==> config.mk <==
export PLATFORM = sky130hd
export DESIGN_NAME = sr_latch_driver
export DESIGN_NICKNAME = d
export VERILOG_FILES = /design/src/rtl/sr_latch_driver.sv
export SDC_FILE = /design/constraint.sdc
export NUM_CORES = 1
export LEC_CHECK = 0
export BUFFER_PORTS_ARGS = -buffer_cell sky130_fd_sc_hd__buf_2
export CAP_MARGIN = 30
export CORE_UTILIZATION = 55
export DETAILED_ROUTE_END_ITERATION = 10
export PLACE_DENSITY = 0.78
export SYNTH_ARGS = -nofsm -noshare
export SYNTH_HDL_FRONTEND = slang
export SYNTH_SLANG_ARGS = --single-unit
==> constraint.sdc <==
create_clock -name Clock -period 5.1 [get_ports Clock]
set_input_delay 1.02 -clock Clock [delete_from_list [all_inputs] [get_ports Clock]]
set_output_delay 1.02 -clock Clock [all_outputs]
set_load 0.05 [all_outputs]
==> src/rtl/sr_latch_driver.sv <==
// Write sequencer for an external SR latch: drives S/R, pulses Enable,
// then checks the synchronized Q/Qbar readback against the written value.
// Done is high during the (1 + PULSE_W + SETTLE + 1)th cycle after the
// accept edge; Req_Ready returns on the cycle after Done.
module sr_latch_driver #(
    parameter int unsigned PULSE_W = 2,
    parameter int unsigned SETTLE  = 2
) (
    input  logic       Clock,
    input  logic       Clear,
    input  logic       Req_Valid,
    input  logic       Req_Value,
    output logic       Req_Ready,
    output logic       S,
    output logic       R,
    output logic       Enable,
    input  logic       Q_fb,
    input  logic       Qbar_fb,
    output logic       Done,
    output logic       Error,
    output logic [7:0] Err_Count
);

    localparam int unsigned CNT_W = 4;
    localparam int unsigned ERR_W = 8;

    typedef enum logic [2:0] {
        IDLE  = 3'd0,
        SETUP = 3'd1,
        PULSE = 3'd2,
        HOLD  = 3'd3,
        CHECK = 3'd4
    } state_t;

    state_t           state;
    state_t           state_nxt;
    logic [CNT_W-1:0] cnt;
    logic [CNT_W-1:0] cnt_nxt;
    logic             val;
    logic             val_nxt;
    logic [1:0]       q_sync;
    logic [1:0]       qb_sync;
    logic             s_nxt;
    logic             r_nxt;
    logic             en_nxt;
    logic             done_nxt;
    logic             err_nxt;
    logic             ready_nxt;
    logic             mismatch_c;

    // Readback is wrong if Q disagrees with the written value or Q == Qbar.
    assign mismatch_c = (q_sync[1] != val) || (q_sync[1] == qb_sync[1]);

    // Two-flop synchronizers for the asynchronous latch readback.
    always_ff @(posedge Clock or negedge Clear) begin
        if (!Clear) begin
            q_sync  <= 2'b00;
            qb_sync <= 2'b00;
        end else begin
            q_sync  <= {q_sync[0], Q_fb};
            qb_sync <= {qb_sync[0], Qbar_fb};
        end
    end

    // Next-state and next-output decode; outputs registered so they track the state.
    always_comb begin
        state_nxt = state;
        cnt_nxt   = cnt;
        val_nxt   = val;
        s_nxt     = 1'b0;
        r_nxt     = 1'b0;
        en_nxt    = 1'b0;
        done_nxt  = 1'b0;
        err_nxt   = 1'b0;
        case (state)
            IDLE: begin
                if (Req_Valid && Req_Ready) begin
                    val_nxt   = Req_Value;
                    state_nxt = SETUP;
                    s_nxt     = Req_Value;
                    r_nxt     = ~Req_Value;
                end
            end
            SETUP: begin
                state_nxt = PULSE;
                cnt_nxt   = CNT_W'(PULSE_W - 1);
                s_nxt     = val;
                r_nxt     = ~val;
                en_nxt    = 1'b1;
            end
            PULSE: begin
                // S/R stay put across the Enable falling edge (first HOLD cycle).
                s_nxt = val;
                r_nxt = ~val;
                if (cnt == '0) begin
                    state_nxt = HOLD;
                    cnt_nxt   = CNT_W'(SETTLE - 1);
                end else begin
                    cnt_nxt = cnt - CNT_W'(1);
                    en_nxt  = 1'b1;
                end
            end
            HOLD: begin
                if (cnt == '0) begin
                    state_nxt = CHECK;
                    done_nxt  = 1'b1;
                    err_nxt   = mismatch_c;
                end else begin
                    cnt_nxt = cnt - CNT_W'(1);
                end
            end
            CHECK: begin
                state_nxt = IDLE;
            end
            default: begin
                state_nxt = IDLE;
            end
        endcase
        ready_nxt = (state_nxt == IDLE);
    end

    // State, counter, captured value and registered outputs.
    always_ff @(posedge Clock or negedge Clear) begin
        if (!Clear) begin
            state     <= IDLE;
            cnt       <= '0;
            val       <= 1'b0;
            S         <= 1'b0;
            R         <= 1'b0;
            Enable    <= 1'b0;
            Done      <= 1'b0;
            Error     <= 1'b0;
            Req_Ready <= 1'b0;
        end else begin
            state     <= state_nxt;
            cnt       <= cnt_nxt;
            val       <= val_nxt;
            S         <= s_nxt;
            R         <= r_nxt;
            Enable    <= en_nxt;
            Done      <= done_nxt;
            Error     <= err_nxt;
            Req_Ready <= ready_nxt;
        end
    end

    // Saturating count of writes that ended in a readback error.
    always_ff @(posedge Clock or negedge Clear) begin
        if (!Clear) begin
            Err_Count <= '0;
        end else if (done_nxt && err_nxt && (Err_Count != {ERR_W{1'b1}})) begin
            Err_Count <= Err_Count + ERR_W'(1);
        end
    end

endmodule

# After elaboration in Yosys (flattened, before gate mapping)
# Cells that the tools add are included.
# W data, S select, Z words.
[totals]
register_bits = 26
output_inout_bits = 14
[classes]
add_sub_neg = 2
n_eq_ne = 7
muxes = 17
bitwise = 2
n_reduce_logical = 11
[op_table]
columns = ["cell", "count"]
rows = [
  ["$pmux W3 S4", 1],
  ["$pmux W4 S3", 1],
  ["$mux W3", 3],
  ["$add A8 B1 Y8 const B", 1],
  ["$mux W4", 2],
  ["$ne A8 B8 Y1 const B", 1],
  ["$mux W1", 7],
  ["$eq A3 B2 Y1 const B", 2],
  ["$logic_not A3 Y1", 2],
  ["$pmux W1 S2", 3],
  ["$logic_not A4 Y1", 1],
  ["$reduce_and A2 Y1", 2],
  ["$sub A4 B1 Y4 const B", 1],
  ["$eq A3 B1 Y1 const B", 1],
  ["$logic_and A1 B1 Y1", 3],
  ["$reduce_bool A3 Y1", 1],
  ["$ne A2 B2 Y1 const B", 1],
  ["$not A1 Y1", 2],
  ["$reduce_or A2 Y1", 1],
  ["$eq A1 B1 Y1", 1],
  ["$logic_or A1 B1 Y1", 1],
  ["$ne A1 B1 Y1", 1],
]

# Longest topological paths before layout
[depth]
depth_word = 6
depth_mapped = 7
ltp_nobuf = 7

# Worst setup path before layout
# OpenSTA, ideal clock, no wires.
[synth_timing]
path_kind = "register to register"
startpoint = "reg Err_Count[0]"
endpoint = "reg Err_Count[1]"
setup_time_ns = 0.128
arrival_ns = 1.704
required_time_ns = 4.972
slack_ns = 3.268
stages_incl_launch_ff = 6
synth_period_minus_slack_ns = 1.832
path_cell_list = "dfrtp_1 ha_1 nand3_1 nor2_1 nor2_1 mux2_1"
[synth_between]
elab_chain_len = 2
word_cells_on_any_way = 3
classes_between = "add/sub (1); eq/ne (1); reduce/logical (1)"
[synth_rtl]
columns = ["item", "line_no", "source"]
rows = [
  ["start, declared", "21", "output logic [7:0] Err_Count"],
  ["start signal, assigned", "152", "Err_Count <= Err_Count + ERR_W'(1);"],
  ["parallel branches: the longest is 2 deep, another holds $add A8 B1 Y8", "--", ""],
]
# Parallel ways; which one is timed is not known.
# A chain may end at the register's enable or synchronous reset.

# Worst setup path after layout
[layout_timing]
startpoint = "reg cnt[0]"
endpoint = "reg Err_Count[1]"
[layout_between]
elab_chain_len = 5
word_cells_on_any_way = 7
classes_between = "mux (4); reduce/logical (3)"
[layout_rtl]
columns = ["item", "line_no", "source"]
rows = [
  ["start, declared", "37", "logic [CNT_W-1:0] cnt;"],
  ["start signal, assigned", "136", "cnt <= cnt_nxt;"],
  ["$logic_not A4 Y1 *", "104", "if (cnt == '0) begin"],
  ["$mux W1", "104", ""],
  ["$mux W1", "75", "case (state)"],
  ["$logic_and A1 B1 Y1 * (2 in series)", "151", "end else if (done_nxt && err_nxt && (Err_Count != {ERR_W{1'b1}})) begin"],
]
# Every way passes the cells marked *; elsewhere a longest branch is shown, timed or not.

==> impl_metrics.toml <==
[route]
route.detailed.wl_per_inst_um = 13.6
via_per_inst = 5.53
dr.pass1.iters = 4
wl_um = 1970
ant_nets = 0
dr_total_vias = 802
post-route-drc-count = 0
drt-initial-drc-count = 12

[cells_and_area]
fin_util_pct = 65.5
final_area_um2 = 1300
drive_gt1_share_pct = 25.4
antennaDiodeCount = 0
area_growth_pct = 10.6
layout.cells.non_filler = 145
finalNetCount = 129

[die]
die-area_um2 = 2320
fp.dieW_um = 48.2
pin_count = 20
core_area_um2 = 1980
start_util_pct = 59.2
rows = 16
fp.dieH_um = 48.2

[power_and_ir_drop]
fin_total_pwr_mw = 0.716
p_leak_nw = 0.648
powerDensity_nw_per_um2 = 552
ir_worst_vdd_v = 0.000404

[sta]
grt_setup_unrepaired = "no"
clock.fmax_mhz = 434
slew_violations = 0
fin_ws_ns = 2.80
finalSetupViolCount = 0
worst_pin_slew_ns = 0.694
period_share_pct = 45.2
min_period_ns = 2.30
final_hold_viol_count = 0
hold_ws_ns = 0.364
finalSetupTns_ns = 0
skew_ns = 0.0103
maxSlewHeadroom_pct = 53.2

[clocking]
cts_tree = "yes"
cts_buffers = 3
cts_hold_buf = 0
cts_sinks = 26
clk-insertion-delay-late_ns = 0.31
clockBufferDepth = 2
cts_root_buf = "clkbuf_4"
h-tree-depth = 1
postCtsSetupRepairBufs = 0
cts_resized = 0
clk_pin_slew_worst_paths_ns = 0.13

[synth]
yosysMostFrequentCell = "dfrtp_1"
ys_types = 37
post_synth_inst_count = 100
synthTopCellsByCount = "dfrtp_1 (26), nor2_1 (6), xor2_1 (6)"
syn_area_per_cell_um2 = 11.7
synth_area_leader_cell = "dfrtp_1"
yosysSeqAreaShare_pct = 55.4
synth_nets = 109
synth_edf_count = 0
synth_flop_cell = "dfrtp_1"
synth_area_leaders = "dfrtp_1 (55%), xor2_1 (4.5%), ha_1 (3.2%), o2111ai_4 (2.2%), a22o_1 (2.2%)"
synth_area_um2 = 1170
synth-seq-cells = 26
yosysTopAreaCellShare_pct = 55.4
yosysWarningCount = 0
async_flop_share_pct = 100

[setup_path]
worstPathCellList = "inv_1 > ha_1 > nor3b_2 > o2111ai_4 > nor2_1 > mux2_1"
max_stage_delay_ns = 0.58
crit_type = "flop to flop"
arrival_ns = 2.51
cp_max_fo = 11
end_kind = "flop"
crit_slowest_cell = "nor3b_2"
required_ns = 5.31
cp-start-kind = "flop"

[worst_hold_path]
hold_class = "flop to flop"

[run]
maxCapViolCount = 0

[placement]
dpl.hpwl_um = 1410
gp_congestion = 0.726
place_inst = 142
io_buffers = 19
dpl-instance-area_um2 = 1270
dp_slack_ns = 2.79

[grt]
antenna_found_initial = 0
grt-ovfl-total = 0
grt.busiest_layer = "met2"
grtUsageMet3_pct = 4.81
grtUsageTotal_pct = 19.1
grt_max_degree = 27
use_met2_pct = 28.5
grt_pass1_vias = 678
grt_pass1_wl_um = 2990
grt_util_met1_pct = 25.6

[run_status]
status = "completed"
[cell families (layout without fill, tap and decap cells)]
logic type | Yosys count | after routing | synth area share, %
AO/OA/AOI/OAI | 18 | 18 | 12.3
XOR/XNOR | 7 | 7 | 5.22
adder cells (fa/ha/maj) | 3 | 3 | 3.20
buffers and inverters | 8 | 26 | 3.62
flip-flops | 26 | 26 | 55.4
multiplexers | 2 | 2 | 1.92
AND/OR/NAND/NOR | 36 | 36 | 18.3
[placed cells by master, fill, tap and decap left out, types with 3 or more instances in the layout]
cell      instances
and2_1            3
a22o_1            3
nor2_1            6
xor2_1            6
nand3_1           5
ha_1              3
buf_2            19
dfrtp_1          26
nor4_1            4
nand2_1           5
clkbuf_4          3
inv_1             4
a21oi_1           4
[metal layers]
| metal | wire [um] | share of wire, % |
|---|---|---|
| met1 | 956 | 48 |
| met2 | 927 | 47 |
| met3 | 62 | 3.1 |
| met4 | 25 | 1.3 |
| met5 | 0 | 0 |
[worst max-delay path, delay by kind of cell, from the launching register on]
family          cells  cell delay [ns]
simple gates        2             0.86
flops               1             0.39
compound gates      1             0.30
buf+inv             1             0.13
mux                 1             0.34
fa+ha+maj           1             0.19
[state kept, by name (all words and copies together), names as in the netlist]
signal	flops
Err_Count	8
Enable	1
S	1
cnt	4
qb_sync	2
state	3
Req_Ready	1
Error	1
val	1
R	1
q_sync	2
Done	1
[where the power goes]
| group | switching [mW] | total, mW | leakage [nW] | internal (mW) |
|---|---|---|---|---|
| registers | 0.0575 | 0.319 | 0.331 | 0.261 |
| logic | 0.199 | 0.315 | 0.303 | 0.116 |
| clock network | 0.0546 | 0.0821 | 0.0138 | 0.0276 |
| total | 0.312 | 0.716 | 0.648 | 0.405 |
[final cells by class]
cell class	instances	area [um2]
Clock buffer	3	22.5
Fill cell	148	684
Inverter	4	15.0
Multi-Input combinational cell	66	480
Sequential cell	26	651
Tap cell	27	33.8
Timing Repair Buffer	19	95.1
[path summary, 6_finish.rpt]
check,cells after the start,endpoint,start,slack [ns]
min in group asynchronous,1,Done,Clear,0.68
worst max-delay path,6,Err_Count[1],cnt[0],2.80
worst min-delay path,0,qb_sync[1],qb_sync[0],0.36
worst max register to register,6,Err_Count[1],cnt[0],2.80
worst min register to register,0,qb_sync[1],qb_sync[0],0.36
max in group asynchronous,1,cnt[0],Clear,4.05
Power figures use the tool's default switching activity.
